`config.mk`:
```
export PLATFORM = sky130hd
export DESIGN_NAME = cpu_control_fsm
export DESIGN_NICKNAME = d
export VERILOG_FILES = /design/src/rtl/cpu_control_fsm.sv
export SDC_FILE = /design/constraint.sdc
export NUM_CORES = 1
export LEC_CHECK = 0
export CAP_MARGIN = 20
export CORE_ASPECT_RATIO = 1.1
export CORE_MARGIN = 2
export CORE_UTILIZATION = 42
export DETAILED_ROUTE_END_ITERATION = 10
export GPL_TIMING_DRIVEN = 0
export PLACE_DENSITY = 0.83
export SYNTH_ARGS = -nofsm -noshare
export SYNTH_HDL_FRONTEND = slang
export SYNTH_SLANG_ARGS = --single-unit
export TNS_END_PERCENT = 50
```
`constraint.sdc`:
```
create_clock -name clk -period 2.95 [get_ports clk]
set_input_delay 0.59 -clock clk [delete_from_list [all_inputs] [get_ports clk]]
set_output_delay 0.59 -clock clk [all_outputs]
set_load 0.02 [all_outputs]
```
`src/rtl/cpu_control_fsm.sv`:
```
// cpu_control_fsm: multi-cycle fetch/decode/execute controller driving the ALU, register file and memory
module cpu_control_fsm #(
  parameter logic [15:0] RESET_PC = 16'h0000
) (
  input  logic        clk,
  input  logic        reset,
  input  logic        run,
  output logic [15:0] mem_addr,
  output logic        mem_rd,
  output logic        mem_wr,
  output logic [15:0] mem_wdata,
  input  logic [15:0] mem_rdata,
  output logic [3:0]  ra_addr,
  output logic [3:0]  rb_addr,
  input  logic [15:0] ra_data,
  input  logic [15:0] rb_data,
  output logic        rf_we,
  output logic [3:0]  rf_waddr,
  output logic [15:0] rf_wdata,
  output logic [7:0]  alu_opcode,
  output logic [15:0] alu_a,
  output logic [15:0] alu_b,
  input  logic [15:0] alu_c,
  input  logic [4:0]  alu_flags,
  output logic [4:0]  psr,
  output logic [15:0] pc,
  output logic        illegal
);
  typedef enum logic [1:0] {FETCH, DECODE, EXEC, MEM} state_e;
  state_e      state_q, state_d;
  logic [15:0] pc_q, pc_d, ir_q, ir_d, pc_inc;
  logic [4:0]  psr_q, psr_d;
  logic        ill_q, ill_d;
  logic [3:0]  op, ext, cond, code;
  logic        r_alu, i_alu, s_reg, s_imm, alu_op, flag_upd, cmp;
  logic        ld, st, jc, jal, bc, taken, legal;
  logic [15:0] cond_vec;
  function automatic logic alu_code(input logic [3:0] k);
    return k inside {4'h1, 4'h2, 4'h3, 4'h5, 4'h6, 4'h7, 4'h9, 4'hA, 4'hB, 4'hD, 4'hF};
  endfunction
  assign op         = ir_q[15:12];
  assign ext        = ir_q[7:4];
  assign cond       = ir_q[11:8];
  assign code       = (op == 4'h0) ? ext : op;
  assign r_alu      = (op == 4'h0) && alu_code(ext);
  assign i_alu      = alu_code(op);
  assign s_reg      = (op == 4'h8) && (ext == 4'h4 || ext == 4'h6);
  assign s_imm      = (op == 4'h8) && (ext[3:2] == 2'b00);
  assign alu_op     = r_alu | i_alu | s_reg | s_imm;
  assign flag_upd   = (r_alu | i_alu) && (code inside {4'h1, 4'h5, 4'h7, 4'h9, 4'hA, 4'hB});
  assign cmp        = (r_alu | i_alu) && (code == 4'hB);
  assign ld         = (op == 4'h4) && (ext == 4'h0);
  assign st         = (op == 4'h4) && (ext == 4'h4);
  assign jc         = (op == 4'h4) && (ext == 4'hC);
  assign jal        = (op == 4'h4) && (ext == 4'h8);
  assign bc         = (op == 4'hC);
  assign legal      = alu_op | ld | st | jc | jal | bc;
  // psr bit order {C,L,F,Z,N}; vector indexed by cond code
  assign cond_vec   = {1'b0, 1'b1, psr_q[0] | psr_q[1], !psr_q[0] & !psr_q[1],
                       psr_q[3] | psr_q[1], !psr_q[3] & !psr_q[1], !psr_q[2], psr_q[2],
                       !psr_q[0], psr_q[0], !psr_q[3], psr_q[3],
                       !psr_q[4], psr_q[4], !psr_q[1], psr_q[1]};
  assign taken      = cond_vec[cond];
  assign pc_inc     = pc_q + 16'd1;
  assign ra_addr    = ir_q[11:8];
  assign rb_addr    = ir_q[3:0];
  assign rf_waddr   = ir_q[11:8];
  assign mem_wdata  = ra_data;
  assign alu_opcode = {op, ext};
  assign alu_a      = ra_data;
  assign alu_b      = (i_alu | s_imm) ? {8'h00, ir_q[7:0]} : rb_data;
  assign psr        = psr_q;
  assign pc         = pc_q;
  assign illegal    = ill_q;
  always_ff @(posedge clk) begin
    if (reset) begin
      state_q <= FETCH;
      pc_q    <= RESET_PC;
      ir_q    <= 16'h0000;
      psr_q   <= 5'h00;
      ill_q   <= 1'b0;
    end else begin
      state_q <= state_d;
      pc_q    <= pc_d;
      ir_q    <= ir_d;
      psr_q   <= psr_d;
      ill_q   <= ill_d;
    end
  end
  always_comb begin
    state_d  = state_q;
    pc_d     = pc_q;
    ir_d     = ir_q;
    psr_d    = psr_q;
    ill_d    = ill_q;
    mem_addr = pc_q;
    mem_rd   = 1'b0;
    mem_wr   = 1'b0;
    rf_we    = 1'b0;
    rf_wdata = alu_c;
    case (state_q)
      FETCH: begin
        mem_rd  = run;
        state_d = run ? DECODE : FETCH;
      end
      DECODE: begin
        ir_d    = mem_rdata;
        state_d = EXEC;
      end
      EXEC: begin
        state_d  = ld ? MEM : FETCH;
        rf_we    = (alu_op & !cmp) | jal;
        rf_wdata = jal ? pc_inc : alu_c;
        psr_d    = flag_upd ? alu_flags : psr_q;
        mem_addr = (ld | st) ? rb_data : pc_q;
        mem_rd   = ld;
        mem_wr   = st;
        ill_d    = ill_q | !legal;
        pc_d     = (bc & taken) ? pc_q + {{8{ir_q[7]}}, ir_q[7:0]} :
                   ((jc & taken) | jal) ? rb_data : pc_inc;
      end
      default: begin
        rf_we    = 1'b1;
        rf_wdata = mem_rdata;
        state_d  = FETCH;
      end
    endcase
    // an aborted instruction must leave no trace in memory or the register file
    if (reset) begin
      mem_rd = 1'b0;
      mem_wr = 1'b0;
      rf_we  = 1'b0;
    end
  end
endmodule

```
==> impl_metrics.yaml, run 1 <==
status:
  status: "completed"
route:
  antenna_left: 0
  detail_route.first_pass.iterations: 7
  routed_wl_um: 15300
  detail_route.drc_violations: 0
  first_iter_violations: 355
  drt-vias-per-instance: 5.63
  routed-via-count: 4873
  wire_per_inst_um: 17.6
logic_synthesis:
  netlist.area_leader.share: 0.199
  synth_edf_count: 0
  synth_top_flop_cell: "sky130_fd_sc_hd__dfxtp_1"
  post_synth.cell_area_avg_um2: 7.28
  post_synthesis_cell_type_with_the_largest_combined_area: "sky130_fd_sc_hd__dfxtp_1"
  postSynthRegisterBits: 40
  synth_area_um2: 4030
  synth_fp_nets: 643
  seq_area_frac_synth: 0.199
  synth.cells.most_frequent: "sky130_fd_sc_hd__nand2_1, sky130_fd_sc_hd__nor2_1, sky130_fd_sc_hd__a21oi_1, sky130_fd_sc_hd__dfxtp_1"
  ys_top_cells_by_area: "sky130_fd_sc_hd__dfxtp_1, sky130_fd_sc_hd__nand2_1, sky130_fd_sc_hd__buf_4, sky130_fd_sc_hd__mux2_2, sky130_fd_sc_hd__a21oi_1"
  syn-instance-count: 554
  ys_types: 64
  async_flop_share: 0
  yosys_warnings: 0
  synth_most_common_cell: "sky130_fd_sc_hd__nand2_1"
global_route:
  antenna_found_initial: 0
  pin_count_of_the_biggest_net_entering_global_routing: 13
  globalRouteOverflowTotal: 0
  vias_in_the_first_global_route: 4859
  first_pass_grt_wire_length_um: 23900
  grt.total_usage: 0.281
placed_design:
  detailedPlace.worstSlack_ps: -717
  post-place-cells: 850
  place.detailed.hpwl_um: 12000
  io_buffers: 179
  gp_congestion: 0.931
sta:
  fmaxAchievable_ghz: 0.343
  final_critical_path_setup_slack_ps: 30.3
  relSlewSlack: 0.544
  hold_violations_final: 0
  max_slew.worst_pin.slew_ps: 684
  finalMaxSlewViolations: 0
  period_share: 0.990
  largest_clock_skew_in_the_final_design_ps: 1.41
  setup_viol_count_final: 0
  period_needed_ps: 2920
  rsz0062_at_grt: "true"
clock_tree:
  cts.path.max_buffers: 2
  cts.hold.buffers_added: 0
  library_cell_used_as_clock_root_buffer: "sky130_fd_sc_hd__clkbuf_8"
  clock_latency_reported_for_the_late_side_of_the_worst_skew_pair_ps: 290
  clk_pin_slew_worst_paths_ps: 80
  cts_num_sinks: 40
  tritoncts_clock_tree: "built"
  cts_buffers: 5
  clock_tree.htree_level_count: 2
cells_and_area:
  multi_input_area_um2: 2870
  ff_latch_area_um2: 827
  fillers: 820
  num_antenna_cells: 0
  finalNonFillerCells: 866
  postLayoutCoreUtil: 0.664
  post_route_cells_drive_above_1_share: 0.232
  layout.nets: 837
  area_delta_synth_final_pct: 53.8
critical_path:
  critPathLaunchType: "register"
  crit_family: "simple AND/OR/NAND/NOR gates"
  cp_cell_sequence: "buf_6 -> nor4b_4 -> nand2_1 -> or3_4 -> clkbuf_8 -> mux2_2 -> clkdlybuf4s15_1"
  setup.worst_path.class: "reg -> out"
  critical_path_required_time_ps: 2360
  buffers_plus_inverters_on_the_worst_setup_path: 3
  crit_path_max_fanout: 10
  worst_path_largest_cell_delay_ps: 390
  cp-end-kind: "output port"
  crit_path_top_delay_cell: "sky130_fd_sc_hd__or3_4"
  worstPathArrival_ps: 2330
floorplanning:
  initial_core_utilization: 0.431
  num_io_pins: 197
  die_area_um2: 10400
  coreArea_um2: 9350
  die_h_um: 107
  row_count: 37
  fp.dieW_um: 97.4
power:
  netSwitchingPower_uw: 628
  power.share.combinational: 0.405
  total_power_draw_uw: 1800
  share_seq_of_total_power: 0.340
  cellLeakagePower_uw: 0.00245
  power_per_cell_area_nw_per_um2: 290
  power.internal_uw: 1170
  clock_power_share: 0.255
  peakVddDrop_mv: 0.143
  netSwitchingFraction: 0.349
flow_run:
  cap_violations: 0
worst_hold_path:
  hold_path.class: "reg -> reg"
==> state kept, by name, indices dropped and copies added (netlist names) <==
| name | count |
|---|---|
| illegal | 1 |
| ir_q | 16 |
| pc | 16 |
| psr | 5 |
| state_q | 2 |
==> through the flow <==
| stage | cell area [um2] | TNS [ps] | hold slack (ps) |
|---|---|---|---|
| finish | 6200 | 0 | 515 |
| global route | 6200 | -393 | 547 |
| floorplan | 4030 | 0 | 558 |
| detailed placement | 5970 | -20090 | 499 |
| global placement | 5970 | -20740 | 494 |
| CTS | 6240 | -173 | 512 |
==> timing repair <==
action | CTS | global route
pin swaps | 4 | 5
endpoints found under the setup margin | 51 | 42
buffers inserted | 9 | 3
resized for setup | 140 | 83
==> cells by family (layout without fill, tap and decap cells) <==
| logic type | count (synthesis) | after routing | share of synthesized area |
|---|---|---|---|
| adders and majority gates | 17 | 17 | 0.0546 |
| muxes | 30 | 30 | 0.0878 |
| xor gates and xnor gates | 25 | 25 | 0.0543 |
| DFF | 40 | 40 | 0.199 |
| buffers and inverters | 86 | 281 | 0.117 |
| AOI/OAI and AO/OA | 149 | 149 | 0.249 |
| and+or+nand+nor | 207 | 207 | 0.239 |
==> worst paths after layout <==
kind         startpoint     endpoint  slack [ps]  depth (start not counted)
min             ir_q[0]      ir_q[0]         510                          2
min reg2reg     ir_q[0]      ir_q[0]         510                          2
max            ir_q[15]  mem_addr[0]          30                          7
max reg2reg    ir_q[10]        pc[1]         210                          8
==> per-layer routing <==
metal / GRT usage / vias up / share of wire
li1: - / 2297 / -
met3: 0.0515 / 42 / 0.090
met5: 0 / - / 0
met1: 0.342 / 2272 / 0.39
met2: 0.497 / 262 / 0.49
met4: 0.102 / 0 / 0.027
==> final cells by class <==
type | count | area share
clock buffer | 6 | 0.0117
timing repair buffer | 191 | 0.280
clock inverter | 2 | 0.00565
multi-input combinational | 428 | 0.463
tap | 117 | 0.0236
buffer | 66 | 0.0728
sequential | 40 | 0.133
inverter | 16 | 0.00968
==> layout by cell type (no fill, tap or decap), drive strengths merged, types with 4 or more instances in the layout <==
cell type,n
nand2b,8
a211oi,7
inv,16
clkbuf,44
clkdlybuf4s15,8
clkdlybuf4s50,134
a21o,5
and3,4
mux2,23
ha,16
nor3,17
nor4b,4
nor2,49
or2,4
or3,4
xor2,10
a211o,4
nor2b,5
o21ai,39
o31ai,6
a21oi,42
dlygate4sd2,6
a22o,17
nand2,86
dfxtp,40
nand4,4
nand3,12
buf,70
mux2i,6
xnor2,15
==> worst reg2reg max path, delay by kind of cell, from the launching register on <==
kind                   cells  cell delay, ps
flip-flops                 1             470
buffers and inverters      1             240
AO/OA/AOI/OAI              3             820
multiplexers               2             890
AND/OR/NAND/NOR            2             200
==> power by group through the flow <==
stage	clock network [uW]	logic, uW	registers, uW
6_report	459	728	611
5_1_grt	483	778	616
4_1_cts	458	725	610
3_5_place_dp	0	732	616
3_3_place_gp	0	721	616
2_1_floorplan	0	378	629
Note: power is estimated with default switching activity, not from simulation.
==> run 2, diff against run 1 <==
CAP_MARGIN = not set   (was 20)
CORE_MARGIN = 5   (was 2)
==> impl_metrics.yaml, run 2 (synthesis results as in run 1) <==
status:
  status: "complete, but fails checks"
  violations: "negative setup slack"
global_route:
  vias_in_the_first_global_route: 4763
  grt.total_usage: 0.266
  pin_count_of_the_biggest_net_entering_global_routing: 13
  first_pass_grt_wire_length_um: 24700
  globalRouteOverflowTotal: 0
  antenna_found_initial: 0
sta:
  period_share: 1.01
  period_needed_ps: 2980
  finalMaxSlewViolations: 0
  max_slew.worst_pin.slew_ps: 689
  hold_violations_final: 0
  smallest_hold_slack_ps: 504
  rsz0062_at_grt: "true"
  final_critical_path_setup_slack_ps: -32.2
  relSlewSlack: 0.541
  largest_clock_skew_in_the_final_design_ps: 7.56
  fmaxAchievable_ghz: 0.335
  setup_viol_count_final: 7
cells_and_area:
  layout.nets: 831
  finalNonFillerCells: 860
  most_common_library_cell_in_the_layout_ignoring_fill_and_taps: "sky130_fd_sc_hd__clkdlybuf4s50_1"
  post_route_cells_drive_above_1_share: 0.229
  area_delta_synth_final_pct: 52.0
  layout_common_cells: "sky130_fd_sc_hd__clkdlybuf4s50_1, sky130_fd_sc_hd__nand2_1, sky130_fd_sc_hd__buf_4"
  multi_input_area_um2: 2840
  postLayoutCellArea_um2: 6130
  num_antenna_cells: 0
  ff_latch_area_um2: 826
  fillers: 836
worst_hold_path:
  hold_path.class: "reg -> reg"
  hp-start: "ir_q[0]"
power:
  share_seq_of_total_power: 0.339
  clock_power_share: 0.257
  power_per_cell_area_nw_per_um2: 294
  cellLeakagePower_uw: 0.00242
  peakVddDrop_mv: 0.203
  netSwitchingPower_uw: 636
  netSwitchingFraction: 0.352
  power.share.combinational: 0.404
  total_power_draw_uw: 1810
  power.internal_uw: 1170
floorplanning:
  num_io_pins: 197
  die_area_um2: 11700
  coreArea_um2: 9400
  row_count: 37
  initial_core_utilization: 0.429
  die_h_um: 113
  fp.dieW_um: 103
critical_path:
  worstPathArrival_ps: 2390
  rr_startpoint: "ir_q[10]"
  setup.reg_to_reg.worst_slack_ps: 220
  critPathLaunchType: "register"
  cp-end-kind: "output port"
  cp-startpoint: "ir_q[15]"
  critical_path_required_time_ps: 2360
  crit_path_max_fanout: 10
  setup.worst_path.class: "reg -> out"
route:
  detail_route.drc_violations: 0
  wire_per_inst_um: 18.9
  detail_route.first_pass.iterations: 5
  routed-via-count: 4871
  first_iter_violations: 414
  drt-vias-per-instance: 5.66
  antenna_left: 0
  routed_wl_um: 16300
placed_design:
  gp_congestion: 0.915
  postPlaceCellArea_um2: 5970
  post-place-cells: 850
  io_buffers: 179
  place.detailed.hpwl_um: 12900
clock_tree:
  cts_buffers: 5
  cts.path.max_buffers: 2
  tritoncts_clock_tree: "built"
  clk_pin_slew_worst_paths_ps: 90
  cts_num_sinks: 40
  clock_tree.htree_level_count: 2
  clock_latency_reported_for_the_late_side_of_the_worst_skew_pair_ps: 300
  library_cell_used_as_clock_root_buffer: "sky130_fd_sc_hd__clkbuf_8"
flow_run:
  cap_violations: 0
run 2: cell count changes in the layout (fill, tap and decap cells not counted), moves of 2 or more:
cell,delta
sky130_fd_sc_hd__o21ai_1,+5
sky130_fd_sc_hd__clkbuf_8,-2
sky130_fd_sc_hd__clkbuf_4,+2
sky130_fd_sc_hd__buf_2,+5
sky130_fd_sc_hd__buf_4,-7
sky130_fd_sc_hd__buf_6,-2
sky130_fd_sc_hd__dfxtp_2,+2
sky130_fd_sc_hd__clkbuf_2,-7
sky130_fd_sc_hd__o21ai_2,-3
sky130_fd_sc_hd__clkdlybuf4s15_2,+8
sky130_fd_sc_hd__clkdlybuf4s15_1,-4
run 2: final timing paths:
check,endpoint,cells past startpoint
max,rf_wdata[11],8
min,ir_q[0],2
max reg2reg,pc[1],8
min reg2reg,ir_q[0],2
run 2: area by class of cell:
class | count | area share
Tap cell | 117 | 0.0239
Sequential cell | 40 | 0.135
Buffer | 66 | 0.0722
Clock inverter | 2 | 0.00571
Inverter | 16 | 0.00979
Timing Repair Buffer | 185 | 0.279
Clock buffer | 6 | 0.0118
Multi-Input combinational cell | 428 | 0.463
run 2: critical path: stages (launching register included):
cell and delay [ps]:
sky130_fd_sc_hd__dfxtp_1 330, sky130_fd_sc_hd__buf_4 180, sky130_fd_sc_hd__nor4b_4 280, sky130_fd_sc_hd__nand4_1 180, sky130_fd_sc_hd__or2_2 320, sky130_fd_sc_hd__clkbuf_4 190, sky130_fd_sc_hd__o21ai_0 210, sky130_fd_sc_hd__a22o_1 160
sky130_fd_sc_hd__clkdlybuf4s15_2 260
run 2: power by group through the flow:
stage | clock network [uW] | registers (uW) | logic, uW
5_1_grt | 496 | 616 | 779
3_3_place_gp | 0 | 616 | 726
2_1_floorplan | 0 | 629 | 378
3_5_place_dp | 0 | 617 | 737
4_1_cts | 464 | 610 | 730
6_report | 464 | 613 | 728
run 2: timing repair:
item	4_1_cts	5_1_grt
pin swaps	4	2
buffers inserted	5	1
endpoints found under the setup margin	51	40
hold buffers	0	0
resized for setup	164	53
run 2: per-layer routing:
layer,share of wire,up-vias,global-route usage,wire length [um]
li1,-,2299,-,-
met1,0.39,2302,0.331,6390
met2,0.50,247,0.465,8140
met3,0.092,23,0.0555,1490
met4,0.015,0,0.0604,243
met5,0,-,0,0
run 2: metrics by stage:
step,worst slack [ps],util,setup TNS (ps)
after floorplan,219,-,0
after global placement,-750,0.635,-20280
after detailed placement,-725,0.635,-20790
after CTS,-28.8,0.661,-43.5
after global routing,-154,0.653,-1760
final,-32.2,0.653,-147
